[config.mk]
export PLATFORM = sky130hd
export DESIGN_NAME = ac_sweep_sequencer
export DESIGN_NICKNAME = d
export VERILOG_FILES = /design/src/rtl/ac_sweep_pkg.sv /design/src/rtl/sweep_accum.sv /design/src/rtl/ac_sweep_sequencer.sv
export SDC_FILE = /design/constraint.sdc
export NUM_CORES = 1
export LEC_CHECK = 0
export CORE_MARGIN = 3
export CORE_UTILIZATION = 45
export CTS_CLUSTER_DIAMETER = 150
export DETAILED_ROUTE_END_ITERATION = 10
export PLACE_DENSITY = 0.7
export REMOVE_ABC_BUFFERS = 1
export SLEW_MARGIN = 20
export SYNTH_ARGS = -nofsm -noshare
export SYNTH_HDL_FRONTEND = slang
export SYNTH_SLANG_ARGS = --single-unit
[constraint.sdc]
create_clock -name clk -period 6.35 [get_ports clk]
set_input_delay 0.635 -clock clk [delete_from_list [all_inputs] [get_ports clk]]
set_output_delay 0.635 -clock clk [all_outputs]
set_load 0.005 [all_outputs]
[src/rtl/ac_sweep_pkg.sv]
// Shared types and default widths for the AC sweep sequencer.
package ac_sweep_pkg;

  localparam int FW_DEF  = 32;
  localparam int DW_DEF  = 16;
  localparam int NPW_DEF = 10;
  localparam int SW_DEF  = 16;
  localparam int AW_DEF  = 8;

  typedef enum logic [2:0] {
    ST_IDLE    = 3'd0,
    ST_LOAD    = 3'd1,
    ST_SETTLE  = 3'd2,
    ST_MEASURE = 3'd3,
    ST_EMIT    = 3'd4,
    ST_STEP    = 3'd5,
    ST_DONE    = 3'd6
  } sweep_state_t;

endpackage

[src/rtl/sweep_accum.sv]
// Per-point sample counter and signed accumulator; 'reached' flags the sample
// that completes the programmed count so the FSM can leave MEASURE on that edge.
module sweep_accum
  import ac_sweep_pkg::*;
#(
  parameter int DW = DW_DEF,
  parameter int AW = AW_DEF
) (
  input  logic                        clk,
  input  logic                        rst_n,
  input  logic                        clear,
  input  logic                        enable,
  input  logic [AW-1:0]               n_avg,
  input  logic signed [DW-1:0]        data,
  output logic signed [DW+AW-1:0]     sum,
  output logic                        reached
);

  logic [AW-1:0] cnt;
  logic [AW-1:0] n_eff;
  logic [AW:0]   cnt_inc;

  assign n_eff   = (n_avg == '0) ? AW'(1) : n_avg;
  assign cnt_inc = {1'b0, cnt} + (AW+1)'(1);
  assign reached = enable && (cnt_inc >= {1'b0, n_eff});

  always_ff @(posedge clk or negedge rst_n) begin
    if (!rst_n) begin
      cnt <= '0;
      sum <= '0;
    end else if (clear) begin
      cnt <= '0;
      sum <= '0;
    end else if (enable) begin
      cnt <= cnt_inc[AW-1:0];
      sum <= sum + $signed({{AW{data[DW-1]}}, data});
    end
  end

endmodule

[src/rtl/ac_sweep_sequencer.sv]
// Steps a stimulus source through one frequency sweep, settling and averaging
// measurement samples at each point and handing one summed result per point downstream.
module ac_sweep_sequencer
  import ac_sweep_pkg::*;
#(
  parameter int FW  = FW_DEF,
  parameter int DW  = DW_DEF,
  parameter int NPW = NPW_DEF,
  parameter int SW  = SW_DEF,
  parameter int AW  = AW_DEF
) (
  input  logic                    clk,
  input  logic                    rst_n,
  input  logic                    start,
  input  logic                    abort,
  input  logic [FW-1:0]           f_start,
  input  logic [FW-1:0]           f_step,
  input  logic [NPW-1:0]          n_points,
  input  logic [SW-1:0]           settle_cycles,
  input  logic [AW-1:0]           n_avg,
  output logic [FW-1:0]           src_freq,
  output logic                    src_en,
  output logic                    meas_req,
  input  logic                    meas_valid,
  input  logic signed [DW-1:0]    meas_data,
  output logic                    res_valid,
  input  logic                    res_ready,
  output logic signed [DW+AW-1:0] res_data,
  output logic [NPW-1:0]          res_index,
  output logic                    busy,
  output logic                    done
);

  sweep_state_t state, nxt;

  logic [FW-1:0]  f_start_q, f_step_q;
  logic [NPW-1:0] n_points_q, idx;
  logic [SW-1:0]  settle_q, settle_cnt;
  logic [AW-1:0]  n_avg_q;
  logic           start_ok, last_point, acc_clear, acc_en, acc_reached;

  assign start_ok   = (state == ST_IDLE) && start && !abort;
  assign last_point = (idx == n_points_q - NPW'(1));
  assign acc_clear  = (state == ST_SETTLE) && (settle_cnt == '0) && !abort;
  // abort discards any sample landing in the same cycle
  assign acc_en     = (state == ST_MEASURE) && meas_valid && !abort;
  assign res_index  = idx;

  sweep_accum #(.DW(DW), .AW(AW)) u_accum (
    .clk     (clk),
    .rst_n   (rst_n),
    .clear   (acc_clear),
    .enable  (acc_en),
    .n_avg   (n_avg_q),
    .data    (meas_data),
    .sum     (res_data),
    .reached (acc_reached)
  );

  always_comb begin
    nxt = state;
    if (abort) begin
      nxt = ST_IDLE;
    end else begin
      case (state)
        ST_IDLE:    if (start && (n_points != '0)) nxt = ST_LOAD;
        ST_LOAD:    nxt = ST_SETTLE;
        ST_SETTLE:  if (settle_cnt == '0) nxt = ST_MEASURE;
        ST_MEASURE: if (acc_reached) nxt = ST_EMIT;
        ST_EMIT:    if (res_ready) nxt = last_point ? ST_DONE : ST_STEP;
        ST_STEP:    nxt = ST_SETTLE;
        ST_DONE:    nxt = ST_IDLE;
        default:    nxt = ST_IDLE;
      endcase
    end
  end

  // Sweep configuration is captured once per accepted start
  always_ff @(posedge clk) begin
    if (start_ok) begin
      f_start_q  <= f_start;
      f_step_q   <= f_step;
      n_points_q <= n_points;
      settle_q   <= settle_cycles;
      n_avg_q    <= n_avg;
    end
  end

  always_ff @(posedge clk or negedge rst_n) begin
    if (!rst_n) begin
      state      <= ST_IDLE;
      busy       <= 1'b0;
      meas_req   <= 1'b0;
      res_valid  <= 1'b0;
      done       <= 1'b0;
      src_en     <= 1'b0;
      src_freq   <= '0;
      idx        <= '0;
      settle_cnt <= '0;
    end else begin
      state     <= nxt;
      busy      <= (nxt != ST_IDLE);
      meas_req  <= (nxt == ST_MEASURE);
      res_valid <= (nxt == ST_EMIT);
      done      <= (nxt == ST_DONE) || (start_ok && (n_points == '0));
      if (abort) begin
        src_en <= 1'b0;
      end else begin
        case (state)
          ST_LOAD: begin
            src_freq   <= f_start_q;
            idx        <= '0;
            src_en     <= 1'b1;
            settle_cnt <= settle_q;
          end
          ST_SETTLE: if (settle_cnt != '0) settle_cnt <= settle_cnt - SW'(1);
          ST_EMIT:   if (res_ready && last_point) src_en <= 1'b0;
          ST_STEP: begin
            src_freq   <= src_freq + f_step_q;
            idx        <= idx + NPW'(1);
            settle_cnt <= settle_q;
          end
          default: ;
        endcase
      end
    end
  end

endmodule

Word level (Yosys, flattened, before mapping)

Cells that the tools add are included.

Bits in registers: 196
Logic and storage cells: 81

Magnitude comparators: 1
Bitwise logic cells: 1
Muxes and demuxes: 19
Reduce and logical (&&, ||, !) cells: 27
$add $sub $neg: 6
Equal/unequal tests: 11

Operator list:

| cell                                               | number |
|---|---|
| one-hot mux 32 bit (2 select lines)                | 1 |
| two-way mux 24 bit                                 | 2 |
| adder 32 bit                                       | 1 |
| one-hot mux 16 bit (2 select lines)                | 1 |
| adder 24 x 16 -> 24 bit                            | 1 |
| two-way mux 8 bit                                  | 3 |
| one-hot mux 10 bit (2 select lines)                | 1 |
| logical NOT 16 bit                                 | 1 |
| two-way mux 16 bit                                 | 1 |
| nonzero test 16 bit                                | 1 |
| subtractor 16 x 1 -> 16 bit, second input constant | 1 |
| two-way mux 3 bit                                  | 5 |
| one-hot mux 3 bit (5 select lines)                 | 1 |
| == test 3 bit, second input constant               | 4 |
| adder 10 x 1 -> 10 bit, second input constant      | 1 |
| == test 10 bit                                     | 1 |
| logical AND 1 bit                                  | 10 |
| logical NOT 10 bit                                 | 1 |
| nonzero test 10 bit                                | 1 |
| subtractor 10 x 1 -> 10 bit, second input constant | 1 |
| adder 8 x 1 -> 9 bit, second input constant        | 1 |
| == test 3 x 2 -> 1 bit, second input constant      | 3 |
| >= comparator 9 x 8 -> 1 bit                       | 1 |
| logical NOT 8 bit                                  | 1 |
| 15 further kinds                                   | 20 |

Logic depth before layout (Yosys ltp)

Word-level depth: 9
Gate-level depth with buffers: 13
Mapped depth without buffers: 13

Cells and area by module

A second synthesis with hierarchy kept.

Cells, all modules: 1065
Area total of the unflattened synthesis: 10905.5 µm²

By module, submodules not included:

| module             | sequential area each (µm²) | cells an instance | area each (µm²) | instances |
|---|---|---|---|---|
| ac_sweep_sequencer | 4594.4                     | 731               | 8089.0          | 1 |
| sweep_accum        | 800.8                      | 334               | 2816.5          | 1 |

Worst setup path after synthesis

No wires, ideal clock.

Path type: input to register
Start point: in abort
End point: reg f_start_q[0], enable pin
Required time: 5.880 ns
Arrival time: 3.199 ns
Path slack: 2.681 ns
Cell stages on the path: 3
Path through: buf_2 > nor2_1 > and3_1

Longest elaborated chain between the ends: 2

RTL lines:

| item                 | RTL line                 | text |
|---|---|---|
| from (decl)          | ac_sweep_sequencer.sv:15 | `input logic abort,` |
| logical NOT 1 bit    | ac_sweep_sequencer.sv:42 | `assign start_ok = (state == ST_IDLE) && start && !abort;` |
| logical AND 1 bit    | ac_sweep_sequencer.sv:42 |  |
| via start_ok         | ac_sweep_sequencer.sv:40 | `logic start_ok, last_point, acc_clear, acc_en, acc_reached;` |
| to (signal assigned) | ac_sweep_sequencer.sv:81 | `f_start_q <= f_start;` |
| to (decl)            | ac_sweep_sequencer.sv:36 | `logic [FW-1:0] f_start_q, f_step_q;` |

The timed path passes the listed nets, and every way through them passes these cells.
A chain may end at the register's enable or synchronous reset.

Worst setup path in the final report

Start point: in meas_data[1]
End point: reg u_accum.sum[23]

Longest elaborated chain between the ends: 3

RTL lines:

| item                    | RTL line                 | text |
|---|---|---|
| from (decl)             | ac_sweep_sequencer.sv:25 | `input logic signed [DW-1:0] meas_data,` |
| adder 24 x 16 -> 24 bit | sweep_accum.sv:36        | `sum <= sum + $signed({{AW{data[DW-1]}}, data});` |
| two-way mux 24 bit      | sweep_accum.sv:34        | `end else if (enable) begin` |
| two-way mux 24 bit      | sweep_accum.sv:31        | `end else if (clear) begin` |
| to (signal assigned)    | sweep_accum.sv:36        |  |
| to (decl)               | sweep_accum.sv:15        | `output logic signed [DW+AW-1:0] sum,` |

Every way passes these cells. The select of a mux whose other input is x is not followed.

==> summary.md <==
| Metric | Value |
|---|---|
| Rows | `55` |
| Synth warn | `0` |
| Status | `completed` |
| Initial Utilization | `46.3%` |
| DRT iter0 DRCs | `496` |
| Top cells by area, synth | `edfxtp_1 (28%), dfrtp_1 (23%), ha_1 (7.8%)` |
| Worst Setup Slack, final | `2.68 ns` |
| Total Routed Length | `25600 µm` |
| Slew HR | `31.7%` |
| Syn avg cell area | `10.3 µm²` |
| Max-cap violation count | `0` |
| Place WS | `2.28 ns` |
| Clock Path Buffers | `2` |
| Post-synthesis sequential area ratio | `51.0%` |
| Syn-to-layout area delta | `26.7%` |
| FF-to-FF End | `src_freq[30]$_DFFE_PN0P_` |
| Leak | `5.51 nW` |
| Post-synth EDFFs | `98` |
| Crit path kind | `in -> reg` |
| Vias in the first global route | `8355` |
| Post-synth ARST share | `50.0%` |
| Pwr Total | `4.28 mW` |
| Critical Path Fanout Max | `3` |
| Crit start category | `primary input` |
| Die X | `159 µm` |
| Routability cong. | `0.858` |
| Detailed placement HPWL | `18300 µm` |
| Pwr dens | `320 mW/mm²` |
| Worst Path Arrival | `3.97 ns` |
| Maximum clock frequency | `273 MHz` |
| Setup TNS | `0 ns` |
| Yosys top cell by area | `edfxtp_1` |
| DIE HEIGHT | `159 µm` |
| Worst-path clk slew | `0.08 ns` |
| Postcts setup bufs | `0` |
| CTS sink cnt | `196` |
| Tmin final | `3.67 ns` |
| Vias/cell | `5.52` |
| Die ar. | `0.0254 mm²` |
| Global Route Usage Sum | `20.2%` |
| CTS hold repair buffers | `0` |
| Number of fill cells in the layout | `1949` |
| CP startpoint | `meas_data[1]` |
| FF-to-FF setup slack | `2.89 ns` |
| Hold Fails Final Rpt | `0` |
| Core area | `0.0228 mm²` |
| IO buf count | `190` |
| Worst Reg-to-Reg Cells | `13` |
| Critical Path RT | `6.65 ns` |
| Mapped Cells | `1025` |
| Slew @ Worst Pin | `1.02 ns` |
| I/O pin cnt | `191` |
| TritonCTS clock tree | `built` |
| Unique cell type count in the Yosys netlist | `68` |
| TritonCTS buffer count | `17` |
| Antenna Cells | `0` |
| Share of cells above drive strength 1 | `4.43%` |
| Setup Skew | `0.0182 ns` |
| Synthesis-stage register bit count | `196` |
| Reg-to-reg startpoint | `src_freq[0]$_DFFE_PN0P_` |
| Critical Path End Type | `register` |
| Post-Syn Area | `0.0106 mm²` |
| Hold WS | `0.179 ns` |
| Min-delay worst type | `in -> async` |
| Final period utilization | `57.8%` |
| Largest net degree at the start of global routing | `62` |
| First-pass GRT wire length | `42200 µm` |
| Finish-stage setup viols | `0` |
| Share of the synthesized area in the top cell type | `27.8%` |
| CTS root buf | `clkbuf_16` |
| Unrepaired setup endpoints after global routing | `no` |
| Overflow after GRT | `0` |
| CP endpoint | `u_accum.sum[23]$_DFFE_PN0P_` |
| Final Slew Violations | `0` |
| Initial antenna violation count | `0` |
| Routed Antenna Nets | `0` |
| Clock Latency Late Sink | `0.43 ns` |
| Wire length per cell | `16.7 µm` |
| Max H-tree Level | `4` |
| Max VDD drop | `0.000177 V` |
| Via count | `8461` |
| Nets | `1396` |
| Drt pass-1 iters | `5` |
| DR DRC count | `0` |
| PostCTS Resize Cnt | `0` |
| Post-synth top flop | `edfxtp_1` |
state kept, by name, indices dropped and copies added (netlist names), 3 cells and up:
name	count
n_avg_q	8
u_accum.sum	24
settle_cnt	16
src_freq	32
f_start_q	32
state	3
f_step_q	32
n_points_q	10
settle_q	16
res_index	10
u_accum.cnt	8
metrics by stage:
step	cell area (µm²)	instances	util, %
floorplan	10400	991	-
global placement	12800	1502	56.0
detailed placement	12800	1502	56.0
CTS	13400	1533	58.6
global route	13400	1533	58.6
finish	13400	1533	58.6
cell usage after synthesis, types with 4 or more instances:
cell and n:
a211oi_1 6, a21o_1 29, a21oi_1 78, a22o_1 11
a22oi_1 6, a31oi_1 13, and3_1 8, clkbuf_1 28
dfrtp_1 98, edfxtp_1 98, ha_1 66, inv_1 39
mux2i_1 19, nand2_1 102, nand2b_1 20, nand3_1 24
nand4_1 7, nor2_1 82, nor2b_1 7, nor3_1 18
nor4_1 5, o211ai_1 4, o21a_1 9, o21ai_0 100
o21ai_1 5, o21bai_1 7, o22ai_1 7, o31ai_1 4
or2_2 4, or3_1 6, xnor2_1 27, xor2_1 33
logic make-up (layout without fill, tap and decap cells):
| kind of cell | after synthesis | in the layout | synth area share (%) |
|---|---|---|---|
| AOI/OAI and AO/OA | 311 | 311 | 18.2 |
| and+or+nand+nor | 298 | 298 | 13.1 |
| DFF | 196 | 196 | 51.0 |
| buffers and inverters | 73 | 268 | 2.71 |
| adders and majority gates | 68 | 68 | 8.19 |
| xor gates and xnor gates | 60 | 60 | 4.97 |
| muxes | 19 | 19 | 1.80 |
worst max-delay path: stages:
cell and delay [ns]:
clkdlybuf4s50_1 0.44, ha_1 0.31, a21o_1 0.18, a21o_1 0.21, a2111oi_0 0.69, o31ai_1 0.26
a41o_1 0.32, a21oi_1 0.30, o221ai_1 0.20, xnor2_1 0.17, o311ai_0 0.27
worst min path at each step:
stage                                  startpoint                           to  depth (start not counted)
after CTS                                   rst_n  u_accum.sum[11]$_DFFE_PN0P_                          1
after global placement      settle_q[0]$_DFFE_PP_    settle_cnt[0]$_DFFE_PN0P_                          2
after global routing                        rst_n  u_accum.sum[11]$_DFFE_PN0P_                          1
final                                       rst_n  u_accum.sum[11]$_DFFE_PN0P_                          1
after detailed placement  f_start_q[27]$_DFFE_PP_     src_freq[27]$_DFFE_PN0P_                          2
after floorplan                             rst_n               busy$_DFF_PN0_                          0
area by class of cell:
class / instances / area [µm²] / share of cell area, %
Multi-Input combinational cell: 756 / 4910 / 36.6
Timing Repair Buffer: 198 / 1960 / 14.6
Clock inverter: 14 / 169 / 1.26
Inverter: 39 / 146 / 1.09
Tap cell: 313 / 392 / 2.92
Clock buffer: 17 / 425 / 3.18
Sequential cell: 196 / 5400 / 40.3
cell usage in the layout (no fill, tap or decap), types with 5 or more instances in the layout:
cell / Yosys / layout
a21o_1: 29 / 29
xnor2_1: 27 / 27
and3_1: 8 / 7
nor2b_1: 7 / 6
clkdlybuf4s50_1: 0 / 189
edfxtp_1: 98 / 98
inv_1: 39 / 39
o21ai_1: 5 / 5
a31oi_1: 13 / 13
nor3_1: 18 / 18
clkbuf_16: 0 / 17
o22ai_1: 7 / 7
a21oi_1: 78 / 78
nor4_1: 5 / 5
nand2b_1: 20 / 19
dfrtp_1: 98 / 97
o21ai_0: 100 / 100
o21bai_1: 7 / 7
or3_1: 6 / 6
nor2_1: 82 / 80
o21a_1: 9 / 9
xor2_1: 33 / 33
mux2i_1: 19 / 19
nand2_1: 102 / 102
a211oi_1: 6 / 6
ha_1: 66 / 66
a22o_1: 11 / 11
nand4_1: 7 / 7
buf_4: 1 / 9
a22oi_1: 6 / 6
nand3_1: 24 / 24
power breakdown:
group	internal [mW]	total [mW]	switching [mW]
clock	0.591	1.10	0.511
combinational	0.733	1.47	0.739
sequential	1.54	1.71	0.171
total	2.86	4.28	1.42
metal layers:
metal  track usage [%]  vias up  wire length, µm
met5                 0        -                0
met1              26.9     4060            11600
met3              4.16       29             1380
met2              33.9      242            12300
met4              5.53        0              430
li1                  -     4130                -
Note: power is estimated with default switching activity, not from simulation.
